### src/rtl/config_frame_loader.sv
// config_frame_loader: receives framed configuration writes over a valid/ready
// byte stream and turns each good frame into a one-cycle register bank write.
// A frame is a header (bit7 set, bits[6:0] address), dataBytes data bytes
// (LSB first) and a checksum byte that makes the whole frame sum to 0 mod 256.
module config_frame_loader #(
  parameter int dataBytes = 4
) (
  input  logic                   CLK,
  input  logic                   RST_N,
  input  logic [7:0]             IN_BYTE,
  input  logic                   IN_VALID,
  output logic                   IN_READY,
  input  logic                   ABORT,
  output logic                   WR_EN,
  output logic [6:0]             WR_ADDR,
  output logic [8*dataBytes-1:0] WR_DATA,
  output logic                   BUSY,
  output logic [7:0]             ERR_CNT
);

  typedef enum logic [1:0] {
    IDLE,
    DATA,
    CSUM,
    WRITE
  } state_t;

  state_t state;
  state_t next_state;

  logic [6:0]             pend_addr;
  logic [8*dataBytes-1:0] pend_data;
  logic [7:0]             sum;
  logic [2:0]             cnt;

  logic       take;
  logic       accept;
  logic       last_byte;
  logic [7:0] csum_sum;
  logic       csum_ok;
  logic       err_inc;

  // A byte moves when both sides agree; ABORT throws that byte away.
  assign take      = IN_VALID && IN_READY;
  assign accept    = take && !ABORT;
  assign last_byte = (cnt == 3'(dataBytes - 1));
  assign csum_sum  = sum + IN_BYTE;
  assign csum_ok   = (csum_sum == 8'd0);

  // Handshake and status outputs depend on the state alone.
  assign IN_READY = (state != WRITE);
  assign BUSY     = (state != IDLE);
  assign WR_EN    = (state == WRITE);

  // Stray non-header bytes in IDLE and failed checksums are both counted.
  assign err_inc = accept && (((state == IDLE) && !IN_BYTE[7]) ||
                              ((state == CSUM) && !csum_ok));

  // State register.
  always_ff @(posedge CLK or negedge RST_N) begin
    if (!RST_N) state <= IDLE;
    else        state <= next_state;
  end

  // Next-state logic; ABORT only matters while a frame is being collected.
  always_comb begin
    next_state = state;
    case (state)
      IDLE: begin
        if (accept && IN_BYTE[7]) next_state = DATA;
      end
      DATA: begin
        if (ABORT)                  next_state = IDLE;
        else if (take && last_byte) next_state = CSUM;
      end
      CSUM: begin
        if (ABORT)     next_state = IDLE;
        else if (take) next_state = csum_ok ? WRITE : IDLE;
      end
      WRITE: begin
        next_state = IDLE;
      end
      default: next_state = IDLE;
    endcase
  end

  // Frame assembly: latch the address, fill data lanes, keep a running sum.
  always_ff @(posedge CLK or negedge RST_N) begin
    if (!RST_N) begin
      pend_addr <= '0;
      pend_data <= '0;
      sum       <= '0;
      cnt       <= '0;
    end else if (accept) begin
      if ((state == IDLE) && IN_BYTE[7]) begin
        pend_addr <= IN_BYTE[6:0];
        sum       <= IN_BYTE;
        cnt       <= '0;
      end else if (state == DATA) begin
        for (int i = 0; i < dataBytes; i++) begin
          if (cnt == 3'(i)) pend_data[i*8 +: 8] <= IN_BYTE;
        end
        sum <= csum_sum;
        cnt <= cnt + 3'd1;
      end
    end
  end

  // Visible write address/data only change on the edge that enters WRITE.
  always_ff @(posedge CLK or negedge RST_N) begin
    if (!RST_N) begin
      WR_ADDR <= '0;
      WR_DATA <= '0;
    end else if (accept && (state == CSUM) && csum_ok) begin
      WR_ADDR <= pend_addr;
      WR_DATA <= pend_data;
    end
  end

  // Saturating error counter.
  always_ff @(posedge CLK or negedge RST_N) begin
    if (!RST_N)                          ERR_CNT <= '0;
    else if (err_inc && ERR_CNT != 8'hFF) ERR_CNT <= ERR_CNT + 8'd1;
  end

endmodule

### config.mk
export PLATFORM = sky130hd
export DESIGN_NAME = config_frame_loader
export DESIGN_NICKNAME = d
export VERILOG_FILES = /design/src/rtl/config_frame_loader.sv
export SDC_FILE = /design/constraint.sdc
export NUM_CORES = 1
export LEC_CHECK = 0
export CORE_ASPECT_RATIO = 0.8
export CORE_MARGIN = 4
export CORE_UTILIZATION = 50
export DETAILED_ROUTE_END_ITERATION = 10
export DONT_BUFFER_PORTS = 1
export GPL_ROUTABILITY_DRIVEN = 1
export GPL_TIMING_DRIVEN = 0
export PLACE_DENSITY = 0.73
export SLEW_MARGIN = 25
export SYNTH_ARGS = -nofsm -noshare
export SYNTH_HDL_FRONTEND = slang
export SYNTH_SLANG_ARGS = --single-unit
### constraint.sdc
create_clock -name CLK -period 8.4 [get_ports CLK]
set_input_delay 0.84 -clock CLK [delete_from_list [all_inputs] [get_ports CLK]]
set_output_delay 0.84 -clock CLK [all_outputs]
set_load 0.01 [all_outputs]
==> flow_summary.ini, run 1 <==
[outcome]
status = finished, final reports clean

[cts]
root_buffer = clkbuf_8
ctsHoldBuffers = 0
clk-insertion-delay-late_ns = 0.36
cts_sinks = 99
cts_setup_buffers = 0
htreeDepth = 3
numCtsBuffers = 9
clockBufferDepth = 2
path_clk_slew_ns = 0.09
tritoncts = built
cts_resized = 0

[timing]
slew_headroom_pct = 58.5
finalSetupViolCount = 0
fmax_ghz = 0.317
period_share_pct = 37.6
grt_setup_unrepaired = no
slew_violations = 0
setup_tns_ns = 0
skew_ns = 0.00848
hold_viol_final = 0
worst_pin_slew_ns = 0.620
holdWs_ns = 0.164
post-route-min-period_ns = 3.16

[worst_setup_path]
cp_cell_sequence = ha_1, inv_1, fa_1, nor2b_1, o21ai_2, xnor2_1, nor4_2, and3_2, nand3_2, buf_6, buf_6, mux2_4
cp-end-kind = flip-flop
reg2regPathDepth = 12
r2r_start = sum[0]$_DFFE_PN0P_
path_class = primary input to flip-flop
crit_top_cell = buf_6
r2r_setup_slack_ns = 5.35
worst-path-max-fanout = 10
critical_path.max_stage_delay_ns = 0.42
worst-path-buf-inv = 3
r2r_end = WR_DATA[12]$_DFFE_PN0P_
crit_family = simple AND/OR/NAND/NOR gates
cp.depth = 12
crit_end = WR_DATA[12]$_DFFE_PN0P_
cp.arrival_ns = 3.40
critical_path_required_ns = 8.65
startpoint_type = primary input
slowest_stage = fa_1
startpoint = IN_BYTE[0]

[min_path]
min_path_type = primary input to asynchronous set/reset pin

[cells_and_area]
nNetsFinal = 394
antenna_cells = 0
final_cell_mix = dfrtp_1, nand2_1, mux2_2
final_cells = 485
utilization_pct = 55.6
fin_area_um2 = 4720
drive_gt1_share_pct = 23.9
syn2layout_area_growth_pct = 8.42
final_common_cell = dfrtp_1

[routing]
via_per_inst = 5.48
drc = 0
routedWlPerCell_um = 18.2
dr.pass1.iters = 5
vias = 2656
drt_iter0_markers = 217
drt_wl_total_mm = 8.83
antenna_left = 0

[synthesis]
synth.lib_cells_used.distinct = 43
synth-seq-cells = 99
synth_seq_area_share_pct = 56.9
syn-cell-area_um2 = 4350
synth_edf_count = 0
synth_flop_cell = dfrtp_1
syn_nets = 383
yosysWarnings = 0
synthArstFlopShare_pct = 100
synth.avg_cell_area_um2 = 12.2
syn_inst = 357

[floorplan]
die_x_um = 112
die_area_um2 = 10300
num_rows = 30
core_um2 = 8480
ioPinCount = 62
die_y_um = 91.5
initial_core_util_pct = 51.3

[global_routing]
antenna_found_initial = 0
grt_use_total_pct = 18.6
grt_pass1_vias = 2798
grt_pass1_wl_mm = 14.9
grt.overflow.total = 0
grt_max_degree = 100

[placement]
portBuffers = 0
dp_hpwl_mm = 6.29
dpl_cell_area_um2 = 4490
place_inst = 469
gp_congestion = 0.842

[run]
cap_violations = 0

[power_and_ir_drop]
peakVddDrop_uv = 108
power_density_nw_per_um2 = 251
leakagePower_nw = 2.32
## cell families (layout without fill, tap and decap cells)
group | count (synthesis) | in the layout | share of synthesized area (%)
AO/OA/AOI/OAI | 41 | 41 | 5.66
flip-flops | 99 | 99 | 56.9
AND/OR/NAND/NOR | 108 | 108 | 11.4
adder cells (fa/ha/maj) | 14 | 14 | 4.20
buffers and inverters | 19 | 35 | 2.04
XOR/XNOR | 11 | 11 | 2.21
multiplexers | 65 | 65 | 17.6
## cell usage after synthesis (all sizes together) (3+ instances only)
cell type | number | area [µm²]
a21oi | 9 | 45.0
a31oi | 4 | 25.0
and3 | 3 | 20.0
buf | 4 | 32.5
clkbuf | 6 | 22.5
dfrtp | 99 | 2480
ha | 13 | 163
inv | 9 | 33.8
mux2 | 64 | 758
nand2 | 58 | 218
nand3 | 10 | 55.1
nor2 | 16 | 60.1
nor2b | 3 | 18.8
nor3 | 3 | 15.0
nor4 | 3 | 25.0
o21ai | 17 | 88.8
or2 | 4 | 25.0
xnor2 | 9 | 78.8
## flip-flops by register name, indices dropped and copies added (netlist names)
name       flops
ERR_CNT        8
WR_ADDR        7
WR_DATA       32
cnt            3
pend_addr      7
pend_data     32
state          2
sum            8
## how the worst min path moves through the flow
stage,end,slack [ns]
CTS,WR_DATA[13]$_DFFE_PN0P_,0.15
global placement,sum[0]$_DFFE_PN0P_,0.45
global route,WR_DATA[0]$_DFFE_PN0P_,0.13
floorplan,pend_addr[0]$_DFFE_PN0P_,0.44
detailed placement,pend_addr[1]$_DFFE_PN0P_,0.46
finish,WR_DATA[21]$_DFFE_PN0P_,0.16
## layer usage
layer / wire (µm) / track usage (%) / vias to the layer above
met3: 730 / 7.73 / 11
met5: 0 / 0 / -
met1: 3820 / 24.0 / 1323
met2: 4150 / 28.5 / 73
met4: 130 / 5.91 / 0
li1: - / - / 1249
## metrics by stage
step,total power [W],worst slack [ns]
global route,0.00126,5.14
floorplan,0.000798,5.25
global placement,0.000835,4.99
detailed placement,0.000853,4.96
CTS,0.00119,5.32
finish,0.00118,5.24
## power by group
group / switching, W / internal, W
combinational: 0.000122 / 0.000111
sequential: 0.0000572 / 0.000554
clock: 0.000162 / 0.000178
## worst register-to-register path, cell delays in order, from the launching register on
cell,delay [ns]
dfrtp_1,0.36
ha_1,0.19
inv_1,0.07
fa_1,0.42
nor2b_1,0.21
o21ai_2,0.10
xnor2_1,0.17
nor4_2,0.36
and3_2,0.30
nand3_2,0.12
buf_6,0.18
buf_6,0.17
mux2_4,0.30
## layout make-up
class                      count  area (µm²)
fill                         736        3760
sequential                    99        2480
multi-input combinational    239        1790
clock buffer                  11         141
tap                          112         140
clock inverter                 5        85.1
buffer                        10        55.1
inverter                       9        33.8
Power figures use the tool's default switching activity.
==> inputs of run 2 (changes only) <==
==> constraint.sdc (replaced) <==
create_clock -name CLK -period 3.3 [get_ports CLK]
set_input_delay 0.33 -clock CLK [delete_from_list [all_inputs] [get_ports CLK]]
set_output_delay 0.33 -clock CLK [all_outputs]
set_load 0.01 [all_outputs]
==> run 2 against run 1 <==
  * Clock skew about the same
  * Register-to-register slack worse by 5.1 ns
  * Highest routed layer unchanged
  * Largest cell class unchanged
  * Clock power rose to 2.5 times the previous value
  * First-iteration DRC count grew 20%
  * Core utilization up 0.44 points
  * Critical endpoint unchanged
  * Combinational power grew to 2.7 times the previous value
  * Die area is the same
  * Design area is 0.79% higher
  * Flip-flop and latch count did not move
  * Sequential power grew to 2.5 times the previous value
==> flow_summary.ini, run 2 (synthesis gave the netlist of run 1 again) <==
[timing]
setup_tns_ns = 0
period_share_pct = 92.7
post-route-min-period_ns = 3.06
hold_viol_final = 0
slew_headroom_pct = 58.6
fmax_ghz = 0.327
worst_pin_slew_ns = 0.619
grt_setup_unrepaired = no
layout_setup_ws_ns = 0.241
finalSetupViolCount = 0
skew_ns = 0.00803
slew_violations = 0

[placement]
portBuffers = 0
dp_hpwl_mm = 6.29
pre_cts_slack_ns = 0.350
dpl_cell_area_um2 = 4490
gp_congestion = 0.842

[routing]
antenna_left = 0
dr.pass1.iters = 4
drc = 0
drt_wl_total_mm = 8.98
drt_iter0_markers = 261
vias = 2679
routedWlPerCell_um = 18.4
via_per_inst = 5.50

[run]
cap_violations = 0

[cells_and_area]
final_cell_mix = dfrtp_1, nand2_1, mux2_2
nNetsFinal = 396
fin_area_um2 = 4760
syn2layout_area_growth_pct = 9.28
antenna_cells = 0
reg_top3 = WR_DATA (32), pend_data (32)
drive_gt1_share_pct = 24.0
final_common_cell = dfrtp_1

[worst_setup_path]
critical_path_required_ns = 3.55
worst-path-max-fanout = 10
path_class = flip-flop to flip-flop
crit_top_cell = buf_6
cp_cell_sequence = ha_1, inv_1, fa_1, nor2b_1, o21ai_2, xnor2_1, nor4_2, and3_2, nand3_2, buf_6, buf_6, mux2_4
critical_path.max_stage_delay_ns = 0.42
worst-path-buf-inv = 3
cp-end-kind = flip-flop
startpoint_type = flip-flop
crit_family = simple AND/OR/NAND/NOR gates
slowest_stage = fa_1
cp.arrival_ns = 3.31

[cts]
ctsHoldBuffers = 2
cts_setup_buffers = 0
path_clk_slew_ns = 0.09
clk-insertion-delay-late_ns = 0.36
htreeDepth = 3
cts_resized = 0
cts_sinks = 99
tritoncts = built
root_buffer = clkbuf_8
numCtsBuffers = 9
clockBufferDepth = 2

[floorplan]
core_um2 = 8480
die_x_um = 112
ioPinCount = 62
num_rows = 30
die_area_um2 = 10300
initial_core_util_pct = 51.3
die_y_um = 91.5

[power_and_ir_drop]
peakVddDrop_uv = 275
power_density_nw_per_um2 = 640
leakagePower_nw = 2.34

[global_routing]
grt_max_degree = 100
grt_pass1_vias = 2786
grt.overflow.total = 0
grt_pass1_wl_mm = 15.0
grt_use_total_pct = 18.8
antenna_found_initial = 0

[min_path]
min_path_type = primary input to flip-flop

[outcome]
status = finished, final reports clean
[run 2: cell types whose count changed in the layout (fill, tap and decap cells not counted), sizes merged]
cell	previous run	this run
dlygate4sd3	0	1
buf	4	5
[run 2: final timing paths]
check,depth (start not counted),from,slack (ns),to
max,12,sum[0]$_DFFE_PN0P_,0.24,WR_DATA[12]$_DFFE_PN0P_
max in group asynchronous,2,RST_N,2.37,pend_data[29]$_DFFE_PN0P_
max reg2reg,12,sum[0]$_DFFE_PN0P_,0.24,WR_DATA[12]$_DFFE_PN0P_
min,1,ABORT,0.05,state[1]$_DFFE_PN0P_
min reg2reg,2,pend_data[9]$_DFFE_PN0P_,0.49,pend_data[9]$_DFFE_PN0P_
min in group asynchronous,2,RST_N,0.56,WR_DATA[13]$_DFFE_PN0P_
[run 2: power breakdown]
group / switching, W / internal (W)
registers: 0.000147 / 0.00141
clock network: 0.000413 / 0.000452
logic: 0.000334 / 0.000286
[run 2: area by class of cell]
cell class | instances | area [µm²]
plain buffers | 10 | 55.1
clock buffers | 11 | 141
clock inverters | 5 | 85.1
fillers | 730 | 3720
inverters | 9 | 33.8
multi-input cells | 239 | 1790
flip-flops and latches | 99 | 2480
well taps | 112 | 140
repair buffers | 2 | 37.5
[run 2: stage by stage]
step	power (W)	utilization [%]	std cells	hold WS [ns]
after detailed placement	0.00217	53.0	469	0.0367
after floorplan	0.00203	-	357	0.0344
final	0.00304	56.1	487	0.0549
after global placement	0.00212	53.0	469	0.0366
after global routing	0.00323	56.1	487	0.0289
after CTS	0.00306	56.1	487	0.0388
[run 2: worst reg2reg max path, cell delays in order, from the launching register on]
cell and delay [ns]:
dfrtp_1 0.36, ha_1 0.19, inv_1 0.07, fa_1 0.42, nor2b_1 0.21, o21ai_2 0.10
xnor2_1 0.17, nor4_2 0.36, and3_2 0.30, nand3_2 0.12, buf_6 0.18, buf_6 0.17
mux2_4 0.31
[run 2: per-layer routing]
metal / global-route usage, % / vias up / share of wire (%)
li1: - / 1256 / -
met2: 28.7 / 74 / 47
met1: 24.5 / 1338 / 43
met5: 0 / - / 0
met4: 5.91 / 0 / 1.4
met3: 7.66 / 11 / 8.5
